--- src/rtl/adder_operand_sequencer.sv ---
// rtl/adder_operand_sequencer.sv - operand FIFO and multicycle-path sequencer around a ripple carry adder
// Define ADDER_SEQ_OVF_FLAG_EN to add the registered signed-overflow output out_ovf.
module adder_operand_sequencer #(
  parameter int WIDTH         = 32,
  parameter int FIFO_DEPTH    = 4,
  parameter int SETTLE_CYCLES = 2
) (
  input  logic             clk,
  input  logic             rst,
  input  logic             in_valid,
  output logic             in_ready,
  input  logic [WIDTH-1:0] in_x,
  input  logic [WIDTH-1:0] in_y,
  output logic [WIDTH-1:0] add_x,
  output logic [WIDTH-1:0] add_y,
  input  logic [WIDTH-1:0] add_s,
  input  logic             add_co,
  output logic             out_valid,
  input  logic             out_ready,
  output logic [WIDTH-1:0] out_sum,
  output logic             out_carry,
`ifdef ADDER_SEQ_OVF_FLAG_EN
  output logic             out_ovf,
`endif
  output logic             busy
);

  localparam int AW  = $clog2(FIFO_DEPTH);
  localparam int CW  = $clog2(SETTLE_CYCLES + 1);
  localparam int MSB = WIDTH - 1;

  typedef enum logic [1:0] {IDLE, SETTLE, HOLD} state_t;

  logic [WIDTH-1:0] mem_x [FIFO_DEPTH];
  logic [WIDTH-1:0] mem_y [FIFO_DEPTH];
  logic [AW-1:0]    wr_ptr;
  logic [AW-1:0]    rd_ptr;
  logic [AW:0]      count;
  logic             full;
  logic             empty;
  logic             push;
  logic             pop;

  state_t           state;
  state_t           state_next;
  logic [CW-1:0]    cnt;
  logic [CW-1:0]    cnt_next;
  logic             capture;
  logic             release_out;

  assign full     = (count == (AW+1)'(FIFO_DEPTH));
  assign empty    = (count == '0);
  // A pop in the same cycle never frees a slot for a push when full.
  assign in_ready = !full;
  assign push     = in_valid && !full;
  assign busy     = (state != IDLE) || !empty;

  always_ff @(posedge clk) begin
    if (push) begin
      mem_x[wr_ptr] <= in_x;
      mem_y[wr_ptr] <= in_y;
    end
  end

  always_comb begin
    state_next  = state;
    cnt_next    = cnt;
    pop         = 1'b0;
    capture     = 1'b0;
    release_out = 1'b0;
    case (state)
      IDLE: begin
        if (!empty) begin
          pop        = 1'b1;
          cnt_next   = CW'(SETTLE_CYCLES);
          state_next = SETTLE;
        end
      end
      SETTLE: begin
        if (cnt == CW'(1)) begin
          capture    = 1'b1;
          state_next = HOLD;
        end else begin
          cnt_next = cnt - CW'(1);
        end
      end
      HOLD: begin
        if (out_ready) begin
          release_out = 1'b1;
          // Reload straight from HOLD so a streaming source sees no idle bubble.
          if (!empty) begin
            pop        = 1'b1;
            cnt_next   = CW'(SETTLE_CYCLES);
            state_next = SETTLE;
          end else begin
            state_next = IDLE;
          end
        end
      end
      default: state_next = IDLE;
    endcase
  end

  always_ff @(posedge clk or posedge rst) begin
    if (rst) begin
      state     <= IDLE;
      cnt       <= '0;
      wr_ptr    <= '0;
      rd_ptr    <= '0;
      count     <= '0;
      add_x     <= '0;
      add_y     <= '0;
      out_sum   <= '0;
      out_carry <= 1'b0;
      out_valid <= 1'b0;
`ifdef ADDER_SEQ_OVF_FLAG_EN
      out_ovf   <= 1'b0;
`endif
    end else begin
      state <= state_next;
      cnt   <= cnt_next;
      if (push) wr_ptr <= wr_ptr + AW'(1);
      if (pop)  rd_ptr <= rd_ptr + AW'(1);
      case ({push, pop})
        2'b10:   count <= count + (AW+1)'(1);
        2'b01:   count <= count - (AW+1)'(1);
        default: count <= count;
      endcase
      if (pop) begin
        add_x <= mem_x[rd_ptr];
        add_y <= mem_y[rd_ptr];
      end
      if (capture) begin
        out_sum   <= add_s;
        out_carry <= add_co;
        out_valid <= 1'b1;
`ifdef ADDER_SEQ_OVF_FLAG_EN
        out_ovf   <= (add_x[MSB] == add_y[MSB]) && (add_s[MSB] != add_x[MSB]);
`endif
      end else if (release_out) begin
        out_valid <= 1'b0;
      end
    end
  end

endmodule

--- config.mk ---
export PLATFORM = sky130hd
export DESIGN_NAME = adder_operand_sequencer
export DESIGN_NICKNAME = d
export VERILOG_FILES = /design/src/rtl/adder_operand_sequencer.sv
export SDC_FILE = /design/constraint.sdc
export NUM_CORES = 1
export LEC_CHECK = 0
export BUFFER_PORTS_ARGS = -buffer_cell sky130_fd_sc_hd__buf_2
export CAP_MARGIN = 20
export CORE_MARGIN = 4
export CORE_UTILIZATION = 30
export DETAILED_ROUTE_END_ITERATION = 7
export MAX_ROUTING_LAYER = met4
export PLACE_DENSITY = 0.48
export SYNTH_ARGS = -nofsm -noshare
export SYNTH_HDL_FRONTEND = slang
export SYNTH_SLANG_ARGS = --single-unit
--- constraint.sdc ---
create_clock -name clk -period 6.2 [get_ports clk]
set_input_delay 0.93 -clock clk [delete_from_list [all_inputs] [get_ports clk]]
set_output_delay 0.93 -clock clk [all_outputs]
set_load 0.01 [all_outputs]
Word-level counts from Yosys, hierarchy flattened
Memories as Yosys holds them, arrays and structs flattened. A register that Yosys moved wholly into a read port is not among the register bits. Cells that the tools add are included.

Bits in registers: 45. Bits in writable memories: 256. Output and inout bits: 100. Word-level logic and storage cells: 58. Memories: 2.

Memory list: mem_x (depth 4, width 32, read ports 1, clocked after memory_dff 1, wr ports 1, line 34) `logic [WIDTH-1:0] mem_x [FIFO_DEPTH];`; mem_y (depth 4, width 32, read ports 1, clocked after memory_dff 1, wr ports 1, line 35) `logic [WIDTH-1:0] mem_y [FIFO_DEPTH];`.

$add $sub $neg: 5. Equal/unequal tests: 10. Mux-type cells: 21. Reduce and logical (&&, ||, !) cells: 12.

Operators by type and width (number): 2-bit 2-to-1 mux (6); 2-bit case mux with 3 select lines (2); 1-bit 2-to-1 mux (11); 2-bit inequality test (second input constant) (4); 2-bit by 1-bit == test with 1-bit output (second input constant) (3); 3-bit case mux with 2 select lines (1); 3-bit AND reduction (2); 2-bit nonzero test (3); 2-bit by 1-bit adder with 2-bit output (second input constant) (2); 2-bit == test (second input constant) (2); 3-bit by 1-bit adder with 3-bit output (second input constant) (1); 3-bit == test (second input constant) (1); 3-bit zero test (1); 3-bit nonzero test (1); 3-bit by 1-bit subtractor with 3-bit output (second input constant) (1); 1-bit zero test (2); 2-bit zero test (1); 1-bit case mux with 2 select lines (1); 2-bit by 1-bit subtractor with 2-bit output (second input constant) (1); 1-bit logical AND (1); 1-bit logical OR (1).

Longest topological paths before layout
Depth after elaboration: 6. Gate-level depth with buffers: 9. Gate-level depth less buffers: 8.

Worst setup path before layout
OpenSTA, ideal clock, no wires.

Kind: input to register. Start point: input in_valid. End point: memory mem_x[0][0] (enable). Library setup time: 0.429 ns. Arrival time: 2.475 ns. Setup slack: 3.296 ns. Stages: 1. Buffers on the path: 0. Path through: and3_1.

Longest elaborated chain between the ends: 3.

Ends and longest elaborated chain: start: declaration (line 10) `input logic in_valid,`; 1-bit logical AND (line 55) `assign push = in_valid && !full;`; 1-bit 2-to-1 mux (line 59) `if (push) begin`; 1-bit 2-to-1 mux (implied by the code) (line 60) `mem_x[wr_ptr] <= in_x;`; end: declaration (line 34).

Every way passes these cells.

==> flow_summary_export.csv <==
group,metric,value,unit
run_status,run_status,"finished clean",
worst_setup_path,worst-endpoint-arrival,3.09,ns
cells_and_area,filler_cell_count,4118,
route,detail-route-antenna-nets,0,
route,highest_layer,"met4",
global_routing,grt_remaining_overflow,0,
global_routing,via_count_of_the_first_global_routing_pass,6800,
timing,finalSetupTns,0,ns
clocking,cts_post_setup_buffers_inserted,0,
cells_and_area,layout-drive-gt1-share,51.8,%
cells_and_area,final-seq-area,0.0104,mm²
floorplan,die_w,220,µm
timing,achievable-frequency,0.374,GHz
synthesis,synth_cells,597,
cells_and_area,final_cell_count_no_fill,1451,
synthesis,synth_area_per_cell,22.6,µm²
synthesis,synth-seq-area-share,77.3,%
route,finalWirelength,28800,µm
synthesis,asyncSetResetFlopFracSynth,29.9,%
timing,tightest_slew,0.770,ns
timing,max_slew_margin,48.7,%
worst_setup_path,cp_slowest_cell,"sky130_fd_sc_hd__dfrtp_4",
placed_design,place.detailed.hpwl,16600,µm
power_and_ir_drop,comb_power_share,28.4,%
floorplan,die_area,0.0483,mm²
worst_setup_path,start_kind,"flop",
cells_and_area,final_common_cell,"sky130_fd_sc_hd__edfxtp_1",
synthesis,mappedNetlistNets,705,
timing,fin_crit_sh,43.1,%
worst_setup_path,crit_buf_inv,1,
synthesis,synth.yosys.warnings,0,
timing,post-route-min-period,2.67,ns
clocking,clkSlewWorstSetupHoldPaths,0.06,ns
global_routing,grt.total_usage,12.2,%
global_routing,antenna_violations_before_repair,2,
power_and_ir_drop,power_frac_seq,43.4,%
clocking,ctsHtreeMaxLevel,2,
worst_setup_path,r2r-start,"rd_ptr[0]",
cells_and_area,net_count_of_the_finished_layout,934,
power_and_ir_drop,cell_internal_pwr,6130,µW
run,cap_viol_max_count,0,
clocking,post_cts_hold_buffer_count,0,
floorplan,die_y,220,µm
synthesis,synth_area,0.0135,mm²
route,routedLengthMet1,12700,µm
route,detail_route.vias_per_cell,4.36,
min_path,timing.hold.worst.class,"flop to flop",
worst_setup_path,timing.critical_path.cells,"buf_4 > mux4_2 > mux2_2",
power_and_ir_drop,power.net_switching,2470,µW
synthesis,synth_seq_cells,365,
worst_setup_path,path_delay_family,"flip-flops",
placed_design,post-place-cells,1374,
floorplan,initial_utilization,30.4,%
route,route.vias.total,6324,
worst_setup_path,timing.reg2reg.worst_path_depth,3,
global_routing,wire_length_of_the_first_global_routing_pass,42900,µm
worst_setup_path,path_max_fanout,34,
route,wire_per_inst,19.8,µm
clocking,tritoncts_sink_count,365,
global_routing,maximum_number_of_pins_on_one_net_before_global_route_repair,77,
floorplan,placement_rows,77,
power_and_ir_drop,pwr_density_cell,520,mW/mm²
worst_setup_path,max_stage_delay,0.93,ns
route,detail_route.iter0.violations,330,
synthesis,synth_enable_flop_cells,256,
timing,timing_max_transition_violations_final,0,
route,dr.pass1.iters,4,
cells_and_area,share_of_the_core_filled_with_cells_in_the_final_layout,37.3,%
power_and_ir_drop,vdd.ir_drop.worst,0.234,mV
min_path,worstHoldPathCells,1,
clocking,tritoncts,"built",
route,post-route-drc-count,0,
power_and_ir_drop,p_sw_share,28.7,%
cells_and_area,relative_area_change_from_synthesis_to_final_layout,22.9,%
clocking,clk_path_buf_depth,3,
clocking,master_cell_of_the_clock_root_buffer,"sky130_fd_sc_hd__clkbuf_16",
clocking,post_cts_resized,0,
clocking,cts_inserted_buffers,41,
worst_setup_path,crit_required,6.62,ns
power_and_ir_drop,power.clock.fraction,28.2,%
route,wl_met3,1730,µm
worst_setup_path,r2r-end,"add_y[15]",
floorplan,core_area,0.0443,mm²
timing,finalClockSkew,0.0122,ns
min_path,hold_path.startpoint,"cnt[0]",
route,met2_length,13700,µm
cells_and_area,mostFrequentLayoutCells,"sky130_fd_sc_hd__edfxtp_1 (256), sky130_fd_sc_hd__buf_2 (200), sky130_fd_sc_hd__dfrtp_1 (107)",
min_path,holdPathEnd,"cnt[0]",
cells_and_area,multi_input_area,0.00290,mm²
timing,total_of_endpoints_with_negative_setup_slack_in_the_final_report,0,
synthesis,post_synth_num_cell_types,29,
clocking,clkLatencyLatePin,0.54,ns
worst_setup_path,critical_path.endpoint_type,"flop",
power_and_ir_drop,static-leakage-power,0.00610,µW
floorplan,floorplan.io_pins,201,
timing,timing.final.hold_violations,0,
worst_setup_path,rrSetupSlack,3.53,ns
placed_design,finalWeightedCongestion,0.654,
worst_setup_path,setup.worst_path.class,"flop to flop",
timing,rsz0062_at_grt,"false",
placed_design,place.port_buffers,200,
synthesis,yosys_most_used_dff,"sky130_fd_sc_hd__edfxtp_1",
## synthesized netlist by cell type (3+ instances only)
library cell               count  area [µm²]
sky130_fd_sc_hd__and3_1        4        25.0
sky130_fd_sc_hd__dfrtp_1     109        2730
sky130_fd_sc_hd__buf_2         9        45.0
sky130_fd_sc_hd__clkbuf_1      7        26.3
sky130_fd_sc_hd__mux4_2       64        1440
sky130_fd_sc_hd__edfxtp_1    256        7690
sky130_fd_sc_hd__buf_4         4        30.0
sky130_fd_sc_hd__ha_1          6        75.1
sky130_fd_sc_hd__nand2_1       4        15.0
sky130_fd_sc_hd__nor2_1        4        15.0
sky130_fd_sc_hd__xor2_1        3        26.3
sky130_fd_sc_hd__buf_6         5        56.3
sky130_fd_sc_hd__inv_1         6        22.5
sky130_fd_sc_hd__xnor2_1       3        26.3
sky130_fd_sc_hd__mux2_2       99        1110
## layout make-up
cell class	instances	area share, %
timing repair buffer	211	6.67
sequential	365	63.0
clock inverter	16	1.20
inverter	6	0.166
tap	592	4.48
clock buffer	57	6.93
multi-input combinational	201	17.5
antenna	3	0.0454
## worst reg2reg max path, cell delays in order (launching register included)
cell and delay (ns):
sky130_fd_sc_hd__dfrtp_4 0.93, sky130_fd_sc_hd__buf_4 0.70, sky130_fd_sc_hd__mux4_2 0.65, sky130_fd_sc_hd__mux2_2 0.28
## cells by family after synthesis
logic type | Yosys count | share of synthesized area, %
fa+ha+maj | 7 | 0.706
mux | 164 | 19.1
simple gates | 20 | 0.966
buf+inv | 31 | 1.34
flops | 365 | 77.3
xor+xnor | 6 | 0.390
compound gates | 4 | 0.195
## sequential cells by signal, indices dropped and copies added (netlist names), 3 cells and up
signal / cells
mem_x: 128
mem_y: 128
add_x: 32
add_y: 32
out_sum: 32
count: 3
## per-stage QoR
stage	power [µW]	instance area [µm²]	hold WS (ns)	setup WS, ns
3_5_place_dp	6320	15200	0.484	3.10
3_3_place_gp	6290	15200	0.477	3.14
5_1_grt	9130	16500	0.506	3.29
6_report	8600	16500	0.486	3.53
2_1_floorplan	5420	13500	0.457	2.40
4_1_cts	8790	16500	0.491	3.38
## routing by layer
metal | vias up | global-route usage (%)
met5 | - | -
li1 | 2845 | -
met4 | 0 | 4.14
met3 | 46 | 3.03
met2 | 179 | 18.9
met1 | 3254 | 15.9
## power groups by stage
stage	clock network [µW]	logic [µW]	registers (µW)
after floorplan	0	1590	3820
after global placement	0	2500	3790
after detailed placement	0	2520	3800
after CTS	2510	2520	3760
after global routing	2630	2680	3820
final	2420	2440	3740
## worst max-delay path by stage
stage / start / end / slack (ns) / cells past startpoint
floorplan: rst / add_x[0] / 2.40 / 1
finish: rd_ptr[0] / add_y[15] / 3.53 / 3
detailed placement: out_ready / add_y[19] / 3.10 / 6
global placement: out_ready / add_y[25] / 3.14 / 6
global route: rd_ptr[0] / add_y[15] / 3.29 / 3
CTS: rd_ptr[0] / add_y[15] / 3.38 / 3
No activity file was read; power rests on OpenSTA's default activity.
